**src/rtl/bnn_pkg.sv**
```systemverilog
// Shared types and constants for the BNN nibble-serial weight-load path.
package bnn_pkg;

  localparam int NUM_NEURONS = 8;
  localparam int NIBBLE_W    = 4;
  localparam int WORD_W      = 2 * NIBBLE_W;

  typedef logic [WORD_W-1:0] weight_t;

  // GAP is only reachable when the inter-word gap build option is enabled.
  typedef enum logic [1:0] {
    IDLE = 2'd0,
    LO   = 2'd1,
    HI   = 2'd2,
    GAP  = 2'd3
  } strm_state_e;

endpackage

```
**src/rtl/bnn_sync_fifo.sv**
```systemverilog
// Small synchronous FIFO: registered pointers and count, combinational head read.
// DEPTH must be a power of 2 so the pointers wrap naturally.
module bnn_sync_fifo #(
  parameter int W     = 8,
  parameter int DEPTH = 4,
  localparam int AW   = (DEPTH > 1) ? $clog2(DEPTH) : 1,
  localparam int CW   = $clog2(DEPTH + 1)
) (
  input  logic          clk,
  input  logic          rst_n,
  input  logic          push_i,
  input  logic [W-1:0]  wdata_i,
  input  logic          pop_i,
  output logic [W-1:0]  rdata_o,
  output logic          full_o,
  output logic          empty_o,
  output logic [CW-1:0] count_o
);

  logic [W-1:0]  mem_q [DEPTH];
  logic [AW-1:0] wptr_q, rptr_q;
  logic [CW-1:0] cnt_q;
  logic          do_push, do_pop;

  // Push is refused while full even if a pop happens on the same edge.
  assign do_push = push_i && !full_o;
  assign do_pop  = pop_i  && !empty_o;

  assign full_o  = (cnt_q == CW'(DEPTH));
  assign empty_o = (cnt_q == '0);
  assign count_o = cnt_q;
  assign rdata_o = mem_q[rptr_q];

  // Pointer and occupancy bookkeeping; push+pop together leaves count unchanged.
  always_ff @(posedge clk or negedge rst_n) begin
    if (!rst_n) begin
      wptr_q <= '0;
      rptr_q <= '0;
      cnt_q  <= '0;
    end else begin
      if (do_push) wptr_q <= wptr_q + 1'b1;
      if (do_pop)  rptr_q <= rptr_q + 1'b1;
      case ({do_push, do_pop})
        2'b10:   cnt_q <= cnt_q + 1'b1;
        2'b01:   cnt_q <= cnt_q - 1'b1;
        default: cnt_q <= cnt_q;
      endcase
    end
  end

  // Storage array; contents are don't-care until written, so no reset.
  always_ff @(posedge clk) begin
    if (do_push) mem_q[wptr_q] <= wdata_i;
  end

endmodule

```
**src/rtl/bnn_weight_streamer.sv**
```systemverilog
// Host-side transmitter for the BNN nibble-serial weight-load bus.
// Buffers 8-bit words and sends each as two nibbles (low first) with
// load_en_out high for exactly those two cycles; tracks the target neuron.
// Build option BNN_STREAM_GAP_EN: insert one idle cycle after every word.
module bnn_weight_streamer
  import bnn_pkg::*;
#(
  parameter int NUM_NEURONS = bnn_pkg::NUM_NEURONS,
  parameter int IDX_W       = 3,
  parameter int FIFO_DEPTH  = 4
) (
  input  logic                clk,
  input  logic                rst_n,
  input  logic [WORD_W-1:0]   s_data,
  input  logic                s_valid,
  output logic                s_ready,
  output logic [NIBBLE_W-1:0] nib_out,
  output logic                load_en_out,
  output logic [IDX_W-1:0]    neuron_idx,
  output logic                busy,
  output logic                frame_done
);

  localparam int CNT_W = $clog2(FIFO_DEPTH + 1);

  weight_t             fifo_rdata;
  logic                fifo_full, fifo_empty;
  logic [CNT_W-1:0]    fifo_cnt;
  logic                push, pop;

  strm_state_e         state_q;
  logic [NIBBLE_W-1:0] hold_hi_q;
  logic [NIBBLE_W-1:0] nib_q;
  logic                le_q;
  logic [IDX_W-1:0]    idx_q;
  logic                fd_q;

  assign s_ready = !fifo_full;
  assign push    = s_valid && !fifo_full;

  // A word is taken from the FIFO whenever the bus is free for a new low nibble.
`ifdef BNN_STREAM_GAP_EN
  assign pop = !fifo_empty && ((state_q == IDLE) || (state_q == GAP));
`else
  assign pop = !fifo_empty && ((state_q == IDLE) || (state_q == HI));
`endif

  bnn_sync_fifo #(
    .W     (WORD_W),
    .DEPTH (FIFO_DEPTH)
  ) u_fifo (
    .clk     (clk),
    .rst_n   (rst_n),
    .push_i  (push),
    .wdata_i (s_data),
    .pop_i   (pop),
    .rdata_o (fifo_rdata),
    .full_o  (fifo_full),
    .empty_o (fifo_empty),
    .count_o (fifo_cnt)
  );

  // Nibble sequencer with registered bus outputs and neuron/frame tracking.
  always_ff @(posedge clk or negedge rst_n) begin
    if (!rst_n) begin
      state_q   <= IDLE;
      hold_hi_q <= '0;
      nib_q     <= '0;
      le_q      <= 1'b0;
      idx_q     <= '0;
      fd_q      <= 1'b0;
    end else begin
      fd_q <= 1'b0;
      case (state_q)
        LO: begin
          nib_q   <= hold_hi_q;
          le_q    <= 1'b1;
          state_q <= HI;
        end
        HI: begin
          if (idx_q == IDX_W'(NUM_NEURONS - 1)) begin
            idx_q <= '0;
            fd_q  <= 1'b1;
          end else begin
            idx_q <= idx_q + 1'b1;
          end
`ifdef BNN_STREAM_GAP_EN
          nib_q   <= '0;
          le_q    <= 1'b0;
          state_q <= GAP;
`else
          if (pop) begin
            hold_hi_q <= fifo_rdata[WORD_W-1:NIBBLE_W];
            nib_q     <= fifo_rdata[NIBBLE_W-1:0];
            le_q      <= 1'b1;
            state_q   <= LO;
          end else begin
            nib_q   <= '0;
            le_q    <= 1'b0;
            state_q <= IDLE;
          end
`endif
        end
        default: begin
          // IDLE (and GAP when enabled): start a word if one is buffered.
          if (pop) begin
            hold_hi_q <= fifo_rdata[WORD_W-1:NIBBLE_W];
            nib_q     <= fifo_rdata[NIBBLE_W-1:0];
            le_q      <= 1'b1;
            state_q   <= LO;
          end else begin
            nib_q   <= '0;
            le_q    <= 1'b0;
            state_q <= IDLE;
          end
        end
      endcase
    end
  end

  assign nib_out     = nib_q;
  assign load_en_out = le_q;
  assign neuron_idx  = idx_q;
  assign frame_done  = fd_q;
  assign busy        = (fifo_cnt != '0) || (state_q != IDLE);

endmodule

```
**config.mk**
```make
export PLATFORM = sky130hd
export DESIGN_NAME = bnn_weight_streamer
export DESIGN_NICKNAME = d
export VERILOG_FILES = /design/src/rtl/bnn_pkg.sv /design/src/rtl/bnn_sync_fifo.sv /design/src/rtl/bnn_weight_streamer.sv
export SDC_FILE = /design/constraint.sdc
export NUM_CORES = 1
export LEC_CHECK = 0
export ABC_AREA = 0
export BUFFER_PORTS_ARGS = -buffer_cell sky130_fd_sc_hd__clkbuf_2
export CAP_MARGIN = 30
export CORE_UTILIZATION = 43
export DETAILED_ROUTE_END_ITERATION = 12
export PLACE_DENSITY = 0.72
export SYNTH_ARGS = -nofsm -noshare
export SYNTH_HDL_FRONTEND = slang
export SYNTH_SLANG_ARGS = --single-unit
```
**constraint.sdc**
```tcl
create_clock -name clk -period 2.1 [get_ports clk]
set_input_delay 0.42 -clock clk [delete_from_list [all_inputs] [get_ports clk]]
set_output_delay 0.42 -clock clk [all_outputs]
set_load 0.05 [all_outputs]
```
==> results.yml <==
sta:
  finalHoldViolCount: 0
  tightestPinTransition_ns: 0.558
  finalSetupViolations: 0
  clock_skew_ns: 0.00701
  fin_crit_sh_pct: 94.2
  relSlewSlack_pct: 62.7
  grt_setup_unrepaired: "no"
  period_needed_ns: 1.98
  fmax_ghz: 0.506
  tns_ns: 0
  slew_violations: 0
finish:
  n_antenna_cell: 0
  nets: 169
  final_util_pct: 51.6
  syn2layout_area_growth_pct: 14.5
  drive_gt1_share_pct: 37.7
global_route:
  grt_pass1_vias: 1182
  gr-usage-all-layers_pct: 14.9
  gr-usage-met3_pct: 4.56
  antenna_found_initial: 0
  grt_max_degree: 23
  grt_pass1_wl_um: 5600
  grtUsageMet1_pct: 18.0
  grtUsageMet2_pct: 25.6
  overflow: 0
  grt-busiest-layer: "met2"
die:
  die_x_um: 72.8
  start_util_pct: 45.1
  ios: 22
  row_count: 25
  core_area_mm2: 0.00479
  die_y_um: 72.8
  die-area_mm2: 0.00531
logic_synthesis:
  async_flop_share_pct: 40.7
  syn_area_per_cell_um2: 18.3
  ys_seq_elements: 54
  synthCells: 118
  ys.flop_type: "edfxtp_1"
  ys_warn_count: 0
  ys_seq_area_share_pct: 70.0
  synth-edff-count: 32
  mappedNetlistArea_mm2: 0.00216
  yosysUniqueCellTypes: 26
  syn_nets: 137
worst_setup_path:
  cp-end-kind: "register"
  worst_ep_arrival_time_ns: 2.17
  crit_path_max_incr_delay_ns: 0.43
  worst_setup_path_start_kind: "register"
  worst_path_max_delay_cell: "or3b_4"
  crit_required_ns: 2.29
  path_cells: "or3b_4 > and2_4 > inv_2 > ha_4 > fa_1 > mux2_2"
  critPathKind: "register to register"
  rr_worst_depth: 6
  reg2reg_from: "u_fifo.count_o[0]"
  crit_start: "u_fifo.count_o[0]"
  cp_max_fo: 6
job:
  cap_viol_max_count: 0
clocking:
  h-tree-depth: 2
  ctsRootBufferMaster: "clkbuf_8"
  clk_pin_slew_ns: 0.09
  clk_latency_ns: 0.30
  cts_tree: "done"
  cts_buffer_depth: 2
  clkSinkCount: 54
  cts_buffers: 5
route:
  drtPass1Iterations: 4
  routed_wl_um: 3400
  drtIter0Drc: 37
  via_per_inst: 4.93
  ant_nets: 0
  num_vias: 1075
  routedWlPerCell_um: 15.6
  drc: 0
outcome:
  status: "completed"
power:
  leakage_nw: 1.01
  powerDensity_mw_per_mm2: 1560
  max-vdd-ir-drop_mv: 0.835
placement:
  dp_hpwl_um: 2430
  io_buffers: 21
  place_congestion: 0.767
hold_path:
  hold_path_class: "input pin to async pin"
[repair_timing]
item	CTS	global route
gates resized for setup	0	4
hold buffers	0	0
endpoints found under the setup margin	0	2
buffers inserted	0	2
endpoints found under the hold margin	0	0
[where the power goes]
part / internal (mW) / total, mW / switching [mW]
sequential: 1.48 / 1.66 / 0.185
clock: 0.238 / 0.544 / 0.307
combinational: 0.749 / 1.64 / 0.889
[cell type report]
| type | count | area, um2 |
|---|---|---|
| Tap cell | 67 | 83.8 |
| Sequential cell | 54 | 1510 |
| Fill cell | 391 | 2310 |
| Multi-Input combinational cell | 58 | 627 |
| Inverter | 3 | 11.3 |
| Timing Repair Buffer | 28 | 158 |
| Clock buffer | 8 | 80.1 |
[synthesized netlist by cell type, types with 3 or more instances]
library cell,count,area share (%)
mux2_4,4,2.8
and3_2,4,1.4
xnor2_1,3,1.2
ha_1,7,4.1
dfrtp_1,22,26
nor2_1,4,0.70
nand2_1,6,1.0
xor2_1,3,1.2
mux4_2,8,8.3
edfxtp_1,32,45
inv_1,3,0.52
a22o_1,4,1.6
[cells by family after synthesis]
group | Yosys count | share of synthesized area (%)
flip-flops | 54 | 70.0
AND/OR/NAND/NOR | 25 | 6.67
multiplexers | 14 | 12.2
adder cells (fa/ha/maj) | 8 | 4.99
XOR/XNOR | 6 | 2.44
buffers and inverters | 6 | 1.74
AO/OA/AOI/OAI | 5 | 1.97
[metrics by stage]
stage / hold slack, ns / power, mW / std cells / cell area, um2 / setup WS (ns)
floorplan: 0.124 / 2.89 / 118 / 2160 / 0.00355
global placement: 0.421 / 3.18 / 208 / 2360 / 0.145
detailed placement: 0.437 / 3.29 / 208 / 2360 / 0.0492
CTS: 0.104 / 3.83 / 216 / 2440 / 0.0352
global route: 0.126 / 4.10 / 218 / 2470 / 0.0255
finish: 0.0947 / 3.85 / 218 / 2470 / 0.122
[worst max-delay path: cells and delay by family, from the launching register on]
kind	cells	cell delay [ns]
and+or+nand+nor	2	0.60
adders and majority gates	2	0.53
DFF	1	0.39
muxes	1	0.28
buffers and inverters	1	0.06
[layout by cell type, fill, tap and decap left out, types with 4 or more instances in the layout]
master	count
mux2_4	4
buf_4	7
clkbuf_8	5
mux4_2	8
nand2_1	6
and3_2	4
clkbuf_2	21
dfrtp_1	22
a22o_1	4
edfxtp_1	32
nor2_1	4
ha_1	6
[final timing paths]
| path | endpoint | slack (ns) |
|---|---|---|
| worst max register to register | u_fifo.count_o[1] | 0.12 |
| min in group clk | u_fifo.mem_q[2][0] | 0.34 |
| worst min register to register | hold_hi_q[2] | 0.52 |
| max in group asynchronous | nib_out[1] | 1.63 |
| worst min-delay path | u_fifo.rptr_q[1] | 0.09 |
| worst max-delay path | u_fifo.count_o[1] | 0.12 |
[per-layer routing]
metal,part of all wire [%],wire length [um]
met3,3.8,129
met2,53,1810
met1,42,1420
met5,0,0
met4,1.1,38
[flip-flops by register name, indices dropped and copies added, names as in the netlist]
signal / flops
u_fifo.wptr_q: 2
nib_out: 4
u_fifo.rptr_q: 2
u_fifo.count_o: 3
frame_done: 1
neuron_idx: 3
hold_hi_q: 4
state_q: 2
load_en_out: 1
u_fifo.mem_q: 32
Note: power is estimated with default switching activity, not from simulation.
